<file path="src/rtl/digital_qam_modulation_pkg.sv">
// Shared types and constants for the 16-QAM test-source modulator:
// signed level type, Gray level table, offset code and default PRBS seed.
package qam_pkg;

  typedef logic signed [2:0] level_t;

  localparam logic [2:0]  OFFSET       = 3'd4;
  localparam logic [14:0] DEFAULT_SEED = 15'h0001;

  // Gray-coded dibit to amplitude level: 00,01,11,10 -> -3,-1,+1,+3
  function automatic level_t gray_level(input logic [1:0] b);
    case (b)
      2'b00:   return level_t'(-3);
      2'b01:   return level_t'(-1);
      2'b11:   return level_t'(1);
      default: return level_t'(3);
    endcase
  endfunction

endpackage

</file>
<file path="src/rtl/digital_qam_modulation_prbs_lfsr15.sv">
// 15-bit Fibonacci PRBS (x^15+x^14+1) that jumps four steps per advance;
// exposes the low nibble of the post-jump state as the next symbol.
module prbs_lfsr15 #(
  parameter logic [14:0] SEED = 15'h0001
) (
  input  logic       clk,
  input  logic       rst,
  input  logic       adv,
  output logic [3:0] nib
);

  // An all-zero seed would lock the register up, so it is substituted.
  localparam logic [14:0] SEED_EFF = (SEED == 15'd0) ? 15'h0001 : SEED;

  logic [14:0] state;

  function automatic logic [14:0] step(input logic [14:0] s);
    return {s[13:0], s[14] ^ s[13]};
  endfunction

  always_ff @(posedge clk or posedge rst) begin
    if (rst)      state <= SEED_EFF;
    else if (adv) state <= step(step(step(step(state))));
  end

  assign nib = state[3:0];

endmodule

</file>
<file path="src/rtl/digital_qam_modulation.sv">
// 16-QAM modulator test source: PRBS symbols, Gray mapping, 4-phase carrier
// mixing, offset-coded 3-bit sample output plus divided sample clock and symbol strobe.
module digital_qam_modulation
  import qam_pkg::*;
#(
  parameter int          HALF_DIV   = 4,
  parameter int          SYM_CYCLES = 2,
  parameter logic [14:0] LFSR_SEED  = DEFAULT_SEED
) (
  input  logic       clk,
  input  logic       rst,
  output logic       clk_m,
  output logic       m_align,
  output logic [2:0] A_reg
);

  localparam int DIV_N  = 2 * HALF_DIV;
  localparam int DIV_W  = (DIV_N > 1) ? $clog2(DIV_N) : 1;
  localparam int SAMP_N = 4 * SYM_CYCLES;
  localparam int SAMP_W = $clog2(SAMP_N);

  logic [DIV_W-1:0]  div_cnt, div_cnt_next;
  logic [SAMP_W-1:0] samp_idx;
  logic              tick, sym_start;
  logic [3:0]        lfsr_nib;
  level_t            i_lvl_p0, q_lvl_p0;
  level_t            cur_i, cur_q, samp;

  function automatic logic [2:0] to_offset(input level_t s);
    return 3'(s) + OFFSET;
  endfunction

  prbs_lfsr15 #(.SEED(LFSR_SEED)) u_prbs (
    .clk (clk),
    .rst (rst),
    .adv (sym_start),
    .nib (lfsr_nib)
  );

  always_comb begin
    div_cnt_next = (div_cnt == DIV_W'(DIV_N - 1)) ? '0 : div_cnt + 1'b1;
    tick         = (div_cnt_next == DIV_W'(HALF_DIV));
    sym_start    = tick && (samp_idx == '0);
  end

  // The symbol-start sample uses the fresh PRBS nibble before it is latched.
  always_comb begin
    cur_i = sym_start ? gray_level(lfsr_nib[3:2]) : i_lvl_p0;
    cur_q = sym_start ? gray_level(lfsr_nib[1:0]) : q_lvl_p0;
    case (samp_idx[1:0])
      2'd0:    samp = cur_i;
      2'd1:    samp = cur_q;
      2'd2:    samp = -cur_i;
      default: samp = -cur_q;
    endcase
  end

  // Stage p0: divider, sample counter and symbol latch
  always_ff @(posedge clk or posedge rst) begin
    if (rst) begin
      div_cnt  <= '0;
      samp_idx <= '0;
      i_lvl_p0 <= '0;
      q_lvl_p0 <= '0;
    end else begin
      div_cnt <= div_cnt_next;
      if (tick)
        samp_idx <= (samp_idx == SAMP_W'(SAMP_N - 1)) ? '0 : samp_idx + 1'b1;
      if (sym_start) begin
        i_lvl_p0 <= cur_i;
        q_lvl_p0 <= cur_q;
      end
    end
  end

  // Stage p1: registered outputs
  always_ff @(posedge clk or posedge rst) begin
    if (rst) begin
      clk_m   <= 1'b0;
      m_align <= 1'b0;
      A_reg   <= OFFSET;
    end else begin
      clk_m   <= (div_cnt_next >= DIV_W'(HALF_DIV));
      m_align <= sym_start;
      if (tick)
        A_reg <= to_offset(samp);
    end
  end

endmodule

</file>
<file path="config.mk">
export PLATFORM = sky130hd
export DESIGN_NAME = digital_qam_modulation
export DESIGN_NICKNAME = d
export VERILOG_FILES = /design/src/rtl/digital_qam_modulation_pkg.sv /design/src/rtl/digital_qam_modulation_prbs_lfsr15.sv /design/src/rtl/digital_qam_modulation.sv
export SDC_FILE = /design/constraint.sdc
export NUM_CORES = 1
export LEC_CHECK = 0
export ABC_CLOCK_PERIOD_IN_PS = 2000
export BUFFER_PORTS_ARGS = -buffer_cell sky130_fd_sc_hd__buf_2
export CAP_MARGIN = 20
export CORE_MARGIN = 4
export CORE_UTILIZATION = 30
export CTS_CLUSTER_SIZE = 24
export DETAILED_ROUTE_END_ITERATION = 10
export GPL_TIMING_DRIVEN = 0
export SETUP_SLACK_MARGIN = 0.1
export SLEW_MARGIN = 0
export SYNTH_ARGS = -nofsm -noshare
export SYNTH_HDL_FRONTEND = slang
export SYNTH_SLANG_ARGS = --single-unit
</file>
<file path="constraint.sdc">
create_clock -name clk -period 2 [get_ports clk]
set_clock_uncertainty 0.05 [all_clocks]
set_input_delay 0.4 -clock clk [delete_from_list [all_inputs] [get_ports clk]]
set_output_delay 0.4 -clock clk [all_outputs]
set_load 0.01 [all_outputs]
</file>
==> metrics.cfg <==
[synthesis]
netlist_area_um2=1540
yosysWarnings=0
seq_area_frac_synth=0.504
ys.flop_type=dfrtp_1
ys_types=28
postSynthCellCount=151
synth_edf_count=0
postSynth.asyncResetShare=1.00
synth_nets=168
avgSynthCellArea_um2=10.2
synth_seq_cells=31

[final_layout]
layout-drive-gt1-share=0.240
diodes=0
largest_register=u_prbs.state
largest_reg_flops=15
syn_to_final_growth_pct=20.3
nFillCells=484
design_area_um2=1860
nets=187

[timing]
final_max_slew_viol_count=0
hold_violations=0
rsz0062_at_grt=false
timing.final.crit_period_ns=1.81
setup_ws_ns=0.193
fmaxAchievable_ghz=0.553
finalCritPeriodShare=0.904
tns_ns=0
finalSetupViolations=0
slew-limit-headroom=0.606
worst_pin_slew_ns=0.590

[clock_tree]
path_clk_slew_ns=0.07
cts_tree=yes
cts_buffers=5
cts_sinks=31
root_buffer=clkbuf_8
clk_latency_ns=0.29
cts_buffer_depth=2
cts-htree-levels=2

[drt]
via_count=1039
top_layer_used=met4
viasPerCell=4.37
wl_per_cell_um=11.8
wl_met1_um=1340
wl_met2_um=1280
wl_um=2800
drcViolationCount=0
route.met3.wl_um=100
drt_iter0_drc=48
ant_nets=0
first_pass_iters=4

[global_routing]
antenna_found_initial=0
grt_usage=0.104
grt_overflow_total=0
grt_pass1_wl_um=5000
grt_max_degree=20
grt_pass1_vias=1081

[place]
pre_cts_ws_ns=-0.0482
dpl_cell_area_um2=1680
gp_congestion=0.797
hpwl_um=1930
port_buffers=6

[setup_path]
rrSetupSlack_ns=0.19
endpoint=A_reg[1]
critical_path_class=flip-flop to flip-flop
crit-reg2reg-launch=div_cnt[0]
slowest_delay_ns=0.39
cp-start-kind=flip-flop
crit_top_cell=ha_4
crit_chain=ha_4, ha_4, nand3b_4, inv_2, nand2_1, nand2_2, inv_1, ha_1, nand3b_1, o21ai_1, a21oi_1
crit_slowest_cell=dfrtp_1
startpoint=div_cnt[0]
crit_fanout=4
end_kind=flip-flop
ff2ff_path_depth=11
cp.required_ns=2.11
r2r_end=A_reg[1]
worstPathArrival_ns=1.92

[floorplanning]
die_h_um=79.7
die_area_um2=6350
initial_utilization=0.318
ios=7
die_w_um=79.7
rows=25
core_area_um2=4850

[min_path]
hold_path.class=input pin to asynchronous set/reset pin

[run_status]
status=completed

[job]
drv_cap=0

[power_and_ir_drop]
power.density_nw_per_um2=604
peakVddDrop_uv=207
p_leak_nw=0.935

[layout make-up]
cell class              count  area, um^2  area share
flip-flops and latches     31         778       0.419
clock inverters             1        5.00     0.00270
plain buffers               5        37.5      0.0202
multi-input cells         103         734       0.396
repair buffers             12        95.1      0.0512
clock buffers               7        76.3      0.0411
well taps                  67        83.8      0.0452
inverters                  12        45.0      0.0243
[through the flow]
step	total power, mW	util	instances	hold slack (ns)
floorplan	0.648	-	151	0.353
global placement	0.653	0.342	224	0.369
detailed placement	0.660	0.347	225	0.384
CTS	1.14	0.371	234	0.134
global route	1.18	0.383	238	0.159
finish	1.12	0.383	238	0.118
[power breakdown]
| group | internal (mW) | leakage (nW) | switching (mW) | total, mW |
|---|---|---|---|---|
| Sequential | 0.627 | 0.385 | 0 | 0.627 |
| Clock | 0.244 | 0.0422 | 0.230 | 0.474 |
| Combinational | 0.00621 | 0.507 | 0.0133 | 0.0195 |
| Total | 0.877 | 0.935 | 0.244 | 1.12 |
[worst min path at each step]
stage,from,end
floorplan,div_cnt[0],div_cnt[0]
global placement,div_cnt[0],div_cnt[0]
detailed placement,div_cnt[0],div_cnt[0]
CTS,rst,samp_idx[1]
global route,rst,samp_idx[1]
finish,rst,samp_idx[1]
[timing repair]
item / in CTS / in global routing
hold buffers: 0 / 0
pin swaps: 1 / 3
setup buffers: 1 / 4
gates resized for setup: 5 / 7
setup endpoints to repair: 2 / 2
[metal layers]
layer | track usage | vias up
met1 | 0.128 | 499
met5 | 0 | -
met3 | 0.0361 | 7
li1 | - | 521
met2 | 0.155 | 12
met4 | 0.0619 | 0
[cells by family (layout without fill, tap and decap cells)]
kind of cell | after synthesis | after routing | synth area share
AND/OR/NAND/NOR | 57 | 57 | 0.167
flip-flops | 31 | 31 | 0.504
AO/OA/AOI/OAI | 23 | 23 | 0.105
buffers and inverters | 17 | 37 | 0.0535
adder cells (fa/ha/maj) | 15 | 15 | 0.122
XOR/XNOR | 6 | 6 | 0.0341
multiplexers | 2 | 2 | 0.0146
[placed cells by master (no fill, tap or decap), drive strengths merged]
cell	count
a21o	1
a21oi	2
a221oi	1
a31oi	2
a32oi	1
and2b	1
buf	17
clkbuf	7
clkinv	1
dfrtp	29
dfstp	2
ha	15
inv	12
mux2	2
nand2	41
nand2b	3
nand3b	2
nor2	9
nor3	1
o211ai	1
o21ai	12
o221ai	1
o22ai	1
o31ai	1
xnor2	1
xor2	5
[cell usage after synthesis (2+ instances only)]
| master | n | area (um^2) |
|---|---|---|
| nand2_1 | 41 | 154 |
| dfrtp_1 | 29 | 726 |
| ha_1 | 15 | 188 |
| o21ai_0 | 12 | 60.1 |
| inv_1 | 11 | 41.3 |
| nor2_1 | 9 | 33.8 |
| xor2_1 | 5 | 43.8 |
| buf_2 | 3 | 15.0 |
| nand2b_1 | 3 | 18.8 |
| a31oi_1 | 2 | 12.5 |
| buf_6 | 2 | 22.5 |
| dfstp_2 | 2 | 52.6 |
| mux2_2 | 2 | 22.5 |
[worst max-delay path, delay by kind of cell (launching register included)]
family                     cells  cell delay, ns
AOI/OAI and AO/OA              2            0.16
adders and majority gates      3            0.56
buffers and inverters          2            0.12
DFF                            1            0.39
and+or+nand+nor                4            0.39
(Power assumes the default switching activity.)
